File: src/rtl/mem_arb_pkg.sv
`default_nettype none
// ============================================================================
// Module   : mem_arb_pkg
// Brief    : Shared types and constants for the program/data RAM arbiter.
// Revision : 1.0 - initial release
// ============================================================================
package mem_arb_pkg;

    typedef enum logic [0:0] {
        ARB      = 1'b0,
        DBG_LOCK = 1'b1
    } arb_state_t;

    localparam logic [1:0] REQ_NONE = 2'd0;
    localparam logic [1:0] REQ_CPU  = 2'd1;
    localparam logic [1:0] REQ_DBG  = 2'd2;

    localparam int WAIT_W = 4;

endpackage
`default_nettype wire

File: src/rtl/mem_arbiter_wait_counter.sv
`default_nettype none
// ============================================================================
// Module   : arb_wait_counter
// Brief    : Saturating count of cycles the debug port has been denied.
// Revision : 1.0 - initial release
// ============================================================================
module arb_wait_counter
    import mem_arb_pkg::*;
#(
    parameter int MAX_WAIT = 4
) (
    input  logic clk,
    input  logic reset,
    input  logic i_inc,
    input  logic i_clear,
    output logic o_limit
);

    localparam logic [WAIT_W-1:0] c_max_wait = WAIT_W'(MAX_WAIT);

    logic [WAIT_W-1:0] r_cnt;

    always_ff @(posedge clk or negedge reset) begin
        if (!reset) begin
            r_cnt <= '0;
        end else if (i_clear) begin
            r_cnt <= '0;
        end else if (i_inc && (r_cnt != c_max_wait)) begin
            r_cnt <= r_cnt + WAIT_W'(1);
        end
    end

    assign o_limit = (r_cnt == c_max_wait);

endmodule
`default_nettype wire

File: src/rtl/mem_arbiter.sv
`default_nettype none
// ============================================================================
// Module   : mem_arbiter
// Brief    : CPU / debug arbiter for the single-port RAM with starvation
//            protection and locked debug bursts. Optional grant statistics
//            are enabled by defining ARB_STATS_EN.
// Revision : 1.0 - initial release
// ============================================================================
module mem_arbiter
    import mem_arb_pkg::*;
#(
    parameter int DATA_W   = 16,
    parameter int ADDR_W   = 8,
    parameter int MAX_WAIT = 4
) (
    input  logic              clk,
    input  logic              reset,
    input  logic              cpu_req,
    input  logic              cpu_we,
    input  logic [ADDR_W-1:0] cpu_addr,
    input  logic [DATA_W-1:0] cpu_wdata,
    output logic              cpu_gnt,
    output logic              cpu_rvalid,
    input  logic              dbg_req,
    input  logic              dbg_we,
    input  logic              dbg_lock,
    input  logic [ADDR_W-1:0] dbg_addr,
    input  logic [DATA_W-1:0] dbg_wdata,
    output logic              dbg_gnt,
    output logic              dbg_rvalid,
    output logic [ADDR_W-1:0] mem_addr,
    output logic [DATA_W-1:0] mem_wdata,
    output logic              mem_write,
    input  logic [DATA_W-1:0] mem_rdata,
    output logic [DATA_W-1:0] rdata,
    output logic              cpu_stall
`ifdef ARB_STATS_EN
    ,
    output logic [15:0]       cpu_gnt_cnt,
    output logic [15:0]       dbg_gnt_cnt,
    output logic [7:0]        force_cnt
`endif
);

    arb_state_t        r_state;
    arb_state_t        w_state_nxt;
    logic [1:0]        w_owner;
    logic              w_wait_inc;
    logic              w_wait_clr;
    logic              w_wait_limit;
    logic [ADDR_W-1:0] r_last_addr;
    logic [DATA_W-1:0] r_last_wdata;
    logic              r_cpu_rvalid;
    logic              r_dbg_rvalid;

    arb_wait_counter #(
        .MAX_WAIT (MAX_WAIT)
    ) u_wait_counter (
        .clk     (clk),
        .reset   (reset),
        .i_inc   (w_wait_inc),
        .i_clear (w_wait_clr),
        .o_limit (w_wait_limit)
    );

    always_comb begin
        w_state_nxt = r_state;
        w_owner     = REQ_NONE;
        w_wait_inc  = 1'b0;
        w_wait_clr  = 1'b0;
        case (r_state)
            ARB: begin
                if (cpu_req && dbg_req) begin
                    if (w_wait_limit) begin
                        w_owner = REQ_DBG;
                    end else begin
                        w_owner    = REQ_CPU;
                        w_wait_inc = 1'b1;
                    end
                end else if (cpu_req) begin
                    w_owner = REQ_CPU;
                end else if (dbg_req) begin
                    w_owner = REQ_DBG;
                end
                if (!dbg_req || (w_owner == REQ_DBG)) begin
                    w_wait_clr = 1'b1;
                end
                if ((w_owner == REQ_DBG) && dbg_lock) begin
                    w_state_nxt = DBG_LOCK;
                end
            end
            DBG_LOCK: begin
                if (dbg_req) begin
                    w_owner = REQ_DBG;
                end
                w_wait_clr = 1'b1;
                if (!dbg_lock) begin
                    w_state_nxt = ARB;
                end
            end
            default: begin
                w_state_nxt = ARB;
            end
        endcase
    end

    always_ff @(posedge clk or negedge reset) begin
        if (!reset) begin
            r_state <= ARB;
        end else begin
            r_state <= w_state_nxt;
        end
    end

    // Grants are qualified by reset so nothing reaches the RAM while it is held.
    assign cpu_gnt   = reset && (w_owner == REQ_CPU);
    assign dbg_gnt   = reset && (w_owner == REQ_DBG);
    assign cpu_stall = reset && cpu_req && !cpu_gnt;
    assign mem_write = (cpu_gnt && cpu_we) || (dbg_gnt && dbg_we);

    assign mem_addr  = cpu_gnt ? cpu_addr  : (dbg_gnt ? dbg_addr  : r_last_addr);
    assign mem_wdata = cpu_gnt ? cpu_wdata : (dbg_gnt ? dbg_wdata : r_last_wdata);
    assign rdata     = mem_rdata;

    always_ff @(posedge clk or negedge reset) begin
        if (!reset) begin
            r_last_addr  <= '0;
            r_last_wdata <= '0;
            r_cpu_rvalid <= 1'b0;
            r_dbg_rvalid <= 1'b0;
        end else begin
            r_cpu_rvalid <= cpu_gnt && !cpu_we;
            r_dbg_rvalid <= dbg_gnt && !dbg_we;
            if (cpu_gnt || dbg_gnt) begin
                r_last_addr  <= mem_addr;
                r_last_wdata <= mem_wdata;
            end
        end
    end

    assign cpu_rvalid = r_cpu_rvalid;
    assign dbg_rvalid = r_dbg_rvalid;

`ifdef ARB_STATS_EN
    logic [15:0] r_cpu_gnt_cnt;
    logic [15:0] r_dbg_gnt_cnt;
    logic [7:0]  r_force_cnt;
    logic        w_force;

    // A force-grant is the debug win over a simultaneous CPU request.
    assign w_force = dbg_gnt && cpu_req && (r_state == ARB) && w_wait_limit;

    always_ff @(posedge clk or negedge reset) begin
        if (!reset) begin
            r_cpu_gnt_cnt <= '0;
            r_dbg_gnt_cnt <= '0;
            r_force_cnt   <= '0;
        end else begin
            if (cpu_gnt && (r_cpu_gnt_cnt != 16'hFFFF)) begin
                r_cpu_gnt_cnt <= r_cpu_gnt_cnt + 16'd1;
            end
            if (dbg_gnt && (r_dbg_gnt_cnt != 16'hFFFF)) begin
                r_dbg_gnt_cnt <= r_dbg_gnt_cnt + 16'd1;
            end
            if (w_force && (r_force_cnt != 8'hFF)) begin
                r_force_cnt <= r_force_cnt + 8'd1;
            end
        end
    end

    assign cpu_gnt_cnt = r_cpu_gnt_cnt;
    assign dbg_gnt_cnt = r_dbg_gnt_cnt;
    assign force_cnt   = r_force_cnt;
`endif

endmodule
`default_nettype wire

File: config.mk
export PLATFORM = sky130hd
export DESIGN_NAME = mem_arbiter
export DESIGN_NICKNAME = d
export VERILOG_FILES = /design/src/rtl/mem_arb_pkg.sv /design/src/rtl/mem_arbiter_wait_counter.sv /design/src/rtl/mem_arbiter.sv
export SDC_FILE = /design/constraint.sdc
export NUM_CORES = 1
export LEC_CHECK = 0
export CELL_PAD_IN_SITES_DETAIL_PLACEMENT = 0
export CELL_PAD_IN_SITES_GLOBAL_PLACEMENT = 1
export CORE_ASPECT_RATIO = 0.5
export CORE_MARGIN = 2
export CORE_UTILIZATION = 24
export CTS_CLUSTER_SIZE = 28
export DETAILED_ROUTE_END_ITERATION = 10
export GPL_TIMING_DRIVEN = 0
export PLACE_DENSITY = 0.85
export SLEW_MARGIN = 20
export SYNTH_ARGS = -nofsm -noshare
export SYNTH_HDL_FRONTEND = slang
export SYNTH_SLANG_ARGS = --single-unit
export TNS_END_PERCENT = 20
File: constraint.sdc
create_clock -name clk -period 1.7 [get_ports clk]
set_clock_uncertainty 0.05 [all_clocks]
set_input_delay 0.425 -clock clk [delete_from_list [all_inputs] [get_ports clk]]
set_output_delay 0.425 -clock clk [all_outputs]
set_load 0.03 [all_outputs]
==> impl_metrics.env <==
export IMPL_status="finished with violations"
export IMPL_violations="setup timing"
export IMPL_grt_util_met1=0.1709
export IMPL_min_period_ps=2351
export IMPL_finalCritPeriodShare=1.383
export IMPL_min_path_type="input port to asynchronous set/reset pin"
export IMPL_dieArea_mm2=0.008941
export IMPL_cp_arrival_ps=1880
export IMPL_clkLatencyLatePin_ps=270
export IMPL_placed_cell_area_mm2=0.003136
export IMPL_ys_flop_type="dfrtp_1"
export IMPL_wl_per_cell_um=15.54
export IMPL_cts_tree="done"
export IMPL_max_cap_violations=0
export IMPL_final_area_mm2=0.003398
export IMPL_rsz0062_at_grt="yes"
export IMPL_grt_overflow_total=0
export IMPL_crit_required_ps=1220
export IMPL_syn_mean_instance_area_um2=8.941
export IMPL_grt_pass1_vias=2130
export IMPL_numClockSinks=31
export IMPL_dpl_cell_count=432
export IMPL_layout_setup_ws_ps=-650.8
export IMPL_start_kind="flop"
export IMPL_diodes=0
export IMPL_cts_inserted_buffers=5
export IMPL_core_area_mm2=0.007971
export IMPL_critPathMaxFanout=6
export IMPL_clockBufferDepth=2
export IMPL_postSynthCellCount=219
export IMPL_busiest_layer="met2"
export IMPL_synth_warnings=0
export IMPL_grtUsageMet3=0.02593
export IMPL_final_cell_mix="clkdlybuf4s50_1 (67), nor2_1 (54), buf_4 (53)"
export IMPL_cts_root_buffer="clkbuf_16"
export IMPL_antenna_found_initial=0
export IMPL_via_per_inst=4.958
export IMPL_first_pass_iters=5
export IMPL_slew_viol_final=0
export IMPL_slew_headroom=0.6672
export IMPL_synth_nets=292
export IMPL_synthesis_area_mm2=0.001958
export IMPL_yosysUniqueCellTypes=27
export IMPL_critPathCaptureType="output port"
export IMPL_gp_congestion=0.7926
export IMPL_grt_pass1_wl_um=10410
export IMPL_worstMarginPinSlew_ps=499.2
export IMPL_drc=0
export IMPL_max_clock_freq_mhz=425.4
export IMPL_area_growth_pct=73.55
export IMPL_numPortBuffers=100
export IMPL_p_leak_nw=1.553
export IMPL_synth_edf_count=0
export IMPL_first_iter_violations=288
export IMPL_fin_total_pwr_mw=2.879
export IMPL_layout_drive_gt1_share=0.2749
export IMPL_dp_hpwl_um=4873
export IMPL_finish_net_count=414
export IMPL_hold_ws_ps=51.01
export IMPL_die_w_um=131.7
export IMPL_layout_commonest_cell="clkdlybuf4s50_1"
export IMPL_start_util=0.2456
export IMPL_fp_row_count=23
export IMPL_fin_cells=454
export IMPL_ant_nets=0
export IMPL_async_reset_ff_frac=1.000
export IMPL_power_density_mw_per_mm2=847.3
export IMPL_htree_levels=2
export IMPL_path_clk_slew_ps=50
export IMPL_routed_wl_um=7055
export IMPL_finalSetupViolCount=28
export IMPL_grt_use_met2=0.2795
export IMPL_io_pins=117
export IMPL_hold_violations=0
export IMPL_nFillCells=789
export IMPL_synth_seq_cells=31
export IMPL_synth_yosys_seq_area_share=0.3962
export IMPL_vias=2251
export IMPL_criticalPathCategory="flop to output port"
export IMPL_dieHeight_um=67.87
export IMPL_ir_drop_uv=403.6
export IMPL_grt_usage=0.1484
export IMPL_grt_max_degree=26
-- per-stage QoR --
stage	utilization	setup slack (ps)	TNS [ps]
2_1_floorplan	-	-632.5	-16190
3_3_place_gp	0.3915	-2718	-132120
3_5_place_dp	0.3933	-1499	-48790
4_1_cts	0.4188	-680.7	-17240
5_1_grt	0.4263	-764.9	-20490
6_report	0.4263	-650.8	-16690
-- worst paths after layout --
check / to / cells after the start / start / slack [ps]
min in group clk: u_wait_counter.r_cnt[0] / 2 / u_wait_counter.r_cnt[0] / 490
setup / recovery: mem_wdata[4] / 7 / u_wait_counter.r_cnt[1] / -650
hold / removal: cpu_rvalid / 2 / reset / 50
hold reg to reg: u_wait_counter.r_cnt[0] / 2 / u_wait_counter.r_cnt[0] / 490
max in group asynchronous: r_last_addr[1] / 2 / reset / 700
setup reg to reg: r_last_wdata[13] / 6 / u_wait_counter.r_cnt[1] / 40
-- metal layers --
| metal | routed length (µm) | up-vias |
|---|---|---|
| met2 | 3635 | 95 |
| met5 | 0 | - |
| met4 | 104 | 0 |
| met1 | 2876 | 1088 |
| met3 | 438 | 9 |
| li1 | - | 1059 |
-- power breakdown --
group / total, mW / internal [mW] / switching (mW)
logic: 1.09 / 0.499 / 0.586
clock network: 0.942 / 0.623 / 0.319
registers: 0.852 / 0.828 / 0.0241
-- synth_stat cells (all sizes together), types with 2 or more instances --
cell type	instances	share of area
ha	2	0.013
buf	25	0.094
inv	28	0.054
nand3b	2	0.0077
a222oi	48	0.25
dfrtp	31	0.40
o21ai	2	0.0070
nand3	2	0.0051
nor2	55	0.11
clkbuf	11	0.021
-- worst max-delay path, stage by stage, from the launching register on --
cell and delay (ps):
dfrtp_1 370, inv_1 60, ha_2 160, and4b_2 270, nor2_4 60, buf_6 140
a222oi_1 290, buf_4 240
-- cell families (layout without fill, tap and decap cells) --
| group | after synthesis | count (layout) | synth area share |
|---|---|---|---|
| adder cells (fa/ha/maj) | 2 | 2 | 0.01278 |
| XOR/XNOR | 2 | 2 | 0.008947 |
| buffers and inverters | 64 | 187 | 0.1687 |
| flip-flops | 31 | 31 | 0.3962 |
| AO/OA/AOI/OAI | 53 | 53 | 0.2645 |
| AND/OR/NAND/NOR | 67 | 67 | 0.1489 |
-- cell type report --
| cell class | count | area [µm²] | share of cell area |
|---|---|---|---|
| sequential | 31 | 775.7 | 0.2283 |
| inverter | 28 | 105.1 | 0.03093 |
| multi-input combinational | 124 | 875.8 | 0.2577 |
| timing repair buffer | 115 | 1057 | 0.3111 |
| clock buffer | 8 | 156.4 | 0.04602 |
| buffer | 36 | 287.8 | 0.08468 |
| tap | 112 | 140.1 | 0.04124 |
-- what timing repair did --
| item | 4_1_cts | 5_1_grt |
|---|---|---|
| endpoints found under the hold margin | 9 | 0 |
| resized for setup | 208 | 22 |
| gates cloned | 1 | 2 |
| hold buffers | 1 | 0 |
| setup endpoints to repair | 54 | 50 |
| buffers inserted | 7 | 3 |
| pin swaps | 4 | 11 |
-- flip-flops by register name, indices dropped and copies added, names as in the netlist --
register,cells
r_last_wdata,16
u_wait_counter.r_cnt,4
r_state,1
cpu_rvalid,1
dbg_rvalid,1
r_last_addr,8
Note: power is estimated with default switching activity, not from simulation.
